==> src/rtl/nibble_packer.sv <==
// nibble_packer: packs NIBS nibbles from a valid/ready stream into one wide word.
// The first nibble lands in the top lane (MSB_FIRST=1) or the bottom lane (MSB_FIRST=0).
// A word closes after NIBS nibbles, or earlier on in_last. It is held in a single
// output register with zero-bubble reload.
module nibble_packer #(
  parameter int NIB_W     = 4,
  parameter int NIBS      = 4,
  parameter bit MSB_FIRST = 1'b1,
  localparam int W        = NIB_W * NIBS,
  localparam int CW       = $clog2(NIBS + 1)
) (
  input  logic          clk,
  input  logic          rst_n,
  input  logic          in_valid,
  output logic          in_ready,
  input  logic [NIB_W-1:0] in_nib,
  input  logic          in_last,
  output logic          out_valid,
  input  logic          out_ready,
  output logic [W-1:0]  out_word,
  output logic [CW-1:0] out_count,
  output logic          out_last
);

  logic [W-1:0]  acc;
  logic [CW-1:0] idx;
  logic [W-1:0]  merged;
  logic          accept;
  logic          complete;

  // The whole pipeline advances only when the output register is empty or being drained.
  assign in_ready = !out_valid || out_ready;
  assign accept   = in_valid && in_ready;
  assign complete = accept && ((idx == CW'(NIBS - 1)) || in_last);

  // Merge the incoming nibble into the lane selected by idx.
  always_comb begin
    // NOTE: default assignment first so no path leaves merged unassigned (no latch).
    merged = acc;
    for (int l = 0; l < NIBS; l++) begin
      if (idx == CW'(l)) begin
        if (MSB_FIRST) merged[W-1-l*NIB_W -: NIB_W] = in_nib;
        else           merged[l*NIB_W +: NIB_W]     = in_nib;
      end
    end
  end

  // Accumulator, lane index and output register; all frozen while stalled.
  always_ff @(posedge clk or negedge rst_n) begin
    // NOTE: the accumulator is a register, not a memory, so it is reset. Reset is what
    // discards a partial word.
    if (!rst_n) begin
      acc       <= '0;
      idx       <= '0;
      out_valid <= 1'b0;
      out_word  <= '0;
      out_count <= '0;
      out_last  <= 1'b0;
    end else if (in_ready) begin
      // NOTE: non-blocking assignments keep every register update on the same edge.
      out_valid <= complete;
      if (complete) begin
        out_word  <= merged;
        out_count <= idx + CW'(1);
        out_last  <= in_last;
        acc       <= '0;
        idx       <= '0;
      end else if (accept) begin
        acc <= merged;
        idx <= idx + CW'(1);
      end
    end
  end

endmodule

==> config.mk <==
export PLATFORM = sky130hd
export DESIGN_NAME = nibble_packer
export DESIGN_NICKNAME = d
export VERILOG_FILES = /design/src/rtl/nibble_packer.sv
export SDC_FILE = /design/constraint.sdc
export NUM_CORES = 1
export LEC_CHECK = 0
export ABC_AREA = 1
export BUFFER_PORTS_ARGS = -buffer_cell sky130_fd_sc_hd__buf_2
export CORE_ASPECT_RATIO = 1.2
export CORE_MARGIN = 5
export CORE_UTILIZATION = 55
export DETAILED_ROUTE_END_ITERATION = 10
export PLACE_DENSITY = 0.86
export REMOVE_ABC_BUFFERS = 1
export SLEW_MARGIN = 25
export SYNTH_ARGS = -nofsm -noshare
export SYNTH_HDL_FRONTEND = slang
export SYNTH_SLANG_ARGS = --single-unit
==> constraint.sdc <==
create_clock -name clk -period 3.2 [get_ports clk]
set_input_delay 0.32 -clock clk [delete_from_list [all_inputs] [get_ports clk]]
set_output_delay 0.32 -clock clk [all_outputs]
set_load 0.01 [all_outputs]
# == Word-level counts from Yosys, hierarchy flattened ==
# Index checks and enable logic that the tools add are counted.
# totals
register_bits,40
inputBits,9
out_inout_bits,22
word_cells,27
# op_classes
n_addsub,1
n_eq_ne,3
mux,8
reduce_logical,9
# op_table
op,count
two-way mux 16 bit,2
two-way mux 4 bit,3
two-way mux 8 bit,1
"== test 3 x 2 -> 1 bit, second input constant",2
two-way mux 3 bit,2
AND reduction 2 bit,2
"adder 3 x 1 -> 3 bit, second input constant",1
"== test 3 x 1 -> 1 bit, second input constant",1
logical NOT 3 bit,1
logical AND 1 bit,2
logical OR 1 bit,2
nonzero test 2 bit,1
logical NOT 1 bit,1

# == Logic depth before layout (Yosys ltp) ==
# logic_depth
ltp_word,6
depth_mapped,9
mapped_depth_nobuf,7

# == Worst setup path after synthesis ==
# OpenSTA, ideal clock, no wires.
# synth_timing
kind,register to register
startpoint,reg idx[2]
endpoint,reg out_count[1]
setup_time_ns,0.116
arrival_ns,1.457
required_ns,3.084
slack_ns,1.627
stages_incl_launch_ff,10
path_buffers,2
synth_period_minus_slack_ns,1.573
path_cell_list,dfrtp_1 > inv_1 > buf_2 > ha_1 > nor2_4 > inv_4 > nand3_2 > buf_4 > nand2_1 > nand2_1
# synth_via
elab_chain_cells,4
# synth_rtl
item,line,text
from (decl),26,logic [CW-1:0] idx;
from (signal assigned),70,idx <= idx + CW'(1);
== test 3 x 2 -> 1 bit,34,assign complete = accept && ((idx == CW'(NIBS - 1)) || in_last);
logical OR 1 bit,34,
logical AND 1 bit,34,
AND reduction 2 bit (no source line),n/a,
to (signal assigned),64,out_count <= idx + CW'(1);
to (decl),21,"output logic [CW-1:0] out_count,"
# Every way passes these cells.
# A chain may end at the register's enable or synchronous reset.

# == Final worst setup path ==
# layout_timing
startpoint,reg idx[2]
endpoint,reg out_word[13]
# layout_via
elab_chain_cells,4
word_cells_on_any_way,6
classes_between,eq/ne: 1; mux: 1; reduce/logical: 4
# layout_rtl
item,line,text
== test 3 x 2 -> 1 bit,34,
logical OR 1 bit,34,
logical AND 1 bit,34,
AND reduction 2 bit (no source line),n/a,
to (signal assigned),63,out_word <= merged;
to (decl),20,"output logic [W-1:0] out_word,"
# Several ways; a longest one is shown, not always the timed one.

==> impl_metrics.env <==
export IMPL_diodes=0
export IMPL_core_rowCount=23
export IMPL_flop2flop_setup_slack_ns=1.30
export IMPL_die_x_um=63.3
export IMPL_slew_violations=0
export IMPL_syn_inst=234
export IMPL_detail_route_vias_per_cell=5.03
export IMPL_antenna_left=0
export IMPL_fin_setup_tns_ns=0
export IMPL_fin_worst_skew_ns=0.00251
export IMPL_tightestPinTransition_ns=0.848
export IMPL_synth_cell_types=15
export IMPL_worst_setup_path_start_kind="flip-flop"
export IMPL_grt_pass1_wl_mm=6.44
export IMPL_leakage_nw=1.27
export IMPL_crit_family="simple AND/OR/NAND/NOR gates"
export IMPL_filler_instances=293
export IMPL_area_growth_syn_to_layout_pct=10.9
export IMPL_ioPinCount=31
export IMPL_run_status="finished, final reports clean"
export IMPL_synth_area_per_cell_um2=8.01
export IMPL_timing_hold_violations_final=0
export IMPL_finalInstanceArea_um2=2080
export IMPL_cts_hold_buffers=0
export IMPL_path_max_fanout=21
export IMPL_post_place_cells=294
export IMPL_wl_per_cell_um=12.2
export IMPL_place_port_buffers=30
export IMPL_dr_total_vias=1505
export IMPL_clk_pin_slew_worst_paths_ns=0.07
export IMPL_synth_warnings=0
export IMPL_fin_crit_sh=0.594
export IMPL_wl_final_mm=3.64
export IMPL_maxSlewHeadroom=0.435
export IMPL_worst_setup_path_end_kind="flip-flop"
export IMPL_critical_path_arrival_ns=2.08
export IMPL_placement_cell_area_um2=2010
export IMPL_finish_cell_count_without_fillers=299
export IMPL_final_nets=278
export IMPL_floorplan_initialDensity=0.566
export IMPL_worstPathRequired_ns=3.38
export IMPL_worst_hold_path_type="in -> async"
export IMPL_rsz_0062_raised_after_global_routing="no"
export IMPL_maximum_number_of_pins_on_one_net_before_global_route_repair=41
export IMPL_cts_sinks=40
export IMPL_critical_path_slowest_cell="dfrtp_1"
export IMPL_layout_min_cycle_time_ns=1.90
export IMPL_fp_dieH_um=74.0
export IMPL_drive_gt1_frac=0.160
export IMPL_crit_chain="inv_1, ha_1, nor2_4, inv_4, nand3_2, nand2_1, nand2_1"
export IMPL_delay_of_the_slowest_cell_on_the_worst_path_ns=0.38
export IMPL_grt_total_usage=0.177
export IMPL_clock_fmax_mhz=526
export IMPL_floorplan_die_area_um2=4680
export IMPL_worstSetupPathDepth=7
export IMPL_cts_resized=0
export IMPL_worstRegToRegCells=7
export IMPL_critPathBufInv=2
export IMPL_drtIter0Drc=56
export IMPL_ctsLongestPathBuffers=2
export IMPL_tritoncts_clock_tree="yes"
export IMPL_gp_congestion=0.811
export IMPL_cts_inserted_buffers=5
export IMPL_setup_violations_final=0
export IMPL_synth_seq_cells=40
export IMPL_path_common_cell="nand2_1"
export IMPL_r2r_end="out_word[13]"
export IMPL_rr_startpoint="idx[2]"
export IMPL_cts_root_buf="clkbuf_8"
export IMPL_vdd_ir_drop_worst_uv=537
export IMPL_placeableCoreArea_um2=3310
export IMPL_power_per_cell_area_nw_per_um2=642
export IMPL_cts_htree_levels=2
export IMPL_synthesized_cell_area_um2=1870
export IMPL_synth_seq_area_share=0.534
export IMPL_detail_route_first_pass_iterations=4
export IMPL_crit_type="reg -> reg"
export IMPL_clk_latency_ns=0.29
export IMPL_grt_antenna_before_repair=0
export IMPL_grt_pass1_vias=1501
export IMPL_post_cts_setup_buffer_count=0
export IMPL_grt_overflow=0
export IMPL_drc=0
export IMPL_cap_violations=0
export IMPL_place_hpwl_mm=2.50
## layout by cell type, fill, tap and decap left out, drive strengths merged
cell type,n
buf,30
clkbuf,5
dfrtp,40
ha,5
inv,7
nand2,158
nand3,14
nor2,3
## routing by layer
layer  track usage  share of wire  wire (um)  vias up
li1              -              -          -      770
met1         0.204           0.44       1600      697
met2         0.309           0.49       1800       32
met3        0.0529          0.047        170        6
met4        0.0785          0.020         71        0
met5             0              0          0        -
## through the flow
step                       util  setup slack [ns]  hold WS, ns  power (W)
after global routing      0.628              1.10        0.223    0.00143
final                     0.628              1.30        0.132    0.00133
after detailed placement  0.607              1.29        0.456    0.00105
after floorplan               -              1.57       0.0244   0.000908
after CTS                 0.628              1.28        0.169    0.00135
after global placement    0.607              1.36        0.453    0.00103
## worst max path at each step
stage            from      endpoint
6_report       idx[2]  out_word[13]
5_1_grt        idx[2]   out_word[1]
4_1_cts        idx[2]  out_word[13]
3_5_place_dp   idx[2]  out_count[0]
3_3_place_gp   idx[2]  out_word[12]
2_1_floorplan  idx[2]  out_count[0]
## cell families after synthesis
kind of cell	synth area share
flip-flops	0.534
buffers and inverters	0.0481
adder cells (fa/ha/maj)	0.0334
AND/OR/NAND/NOR	0.385
## sequential cells by signal (all words and copies together), names as in the netlist
name	cells
acc	16
idx	3
out_count	3
out_last	1
out_valid	1
out_word	16
## area by class of cell
cell class / instances / area [um2] / share of cell area
multi-input combinational: 180 / 783 / 0.377
timing repair buffer: 30 / 150 / 0.0722
inverter: 7 / 28.8 / 0.0138
clock buffer: 5 / 68.8 / 0.0331
sequential: 40 / 1000 / 0.482
tap: 37 / 46.3 / 0.0223
## where the power goes
part | switching [W] | internal [W]
sequential | 0.0000557 | 0.000608
clock | 0.000157 | 0.000140
combinational | 0.000237 | 0.000137
## synthesized netlist by cell type (all sizes together)
library cell	n	area share
ha	5	0.033
nand2	158	0.32
nor2	3	0.023
buf	7	0.033
nand3	14	0.040
dfrtp	40	0.53
inv	7	0.015
(Power assumes the default switching activity.)
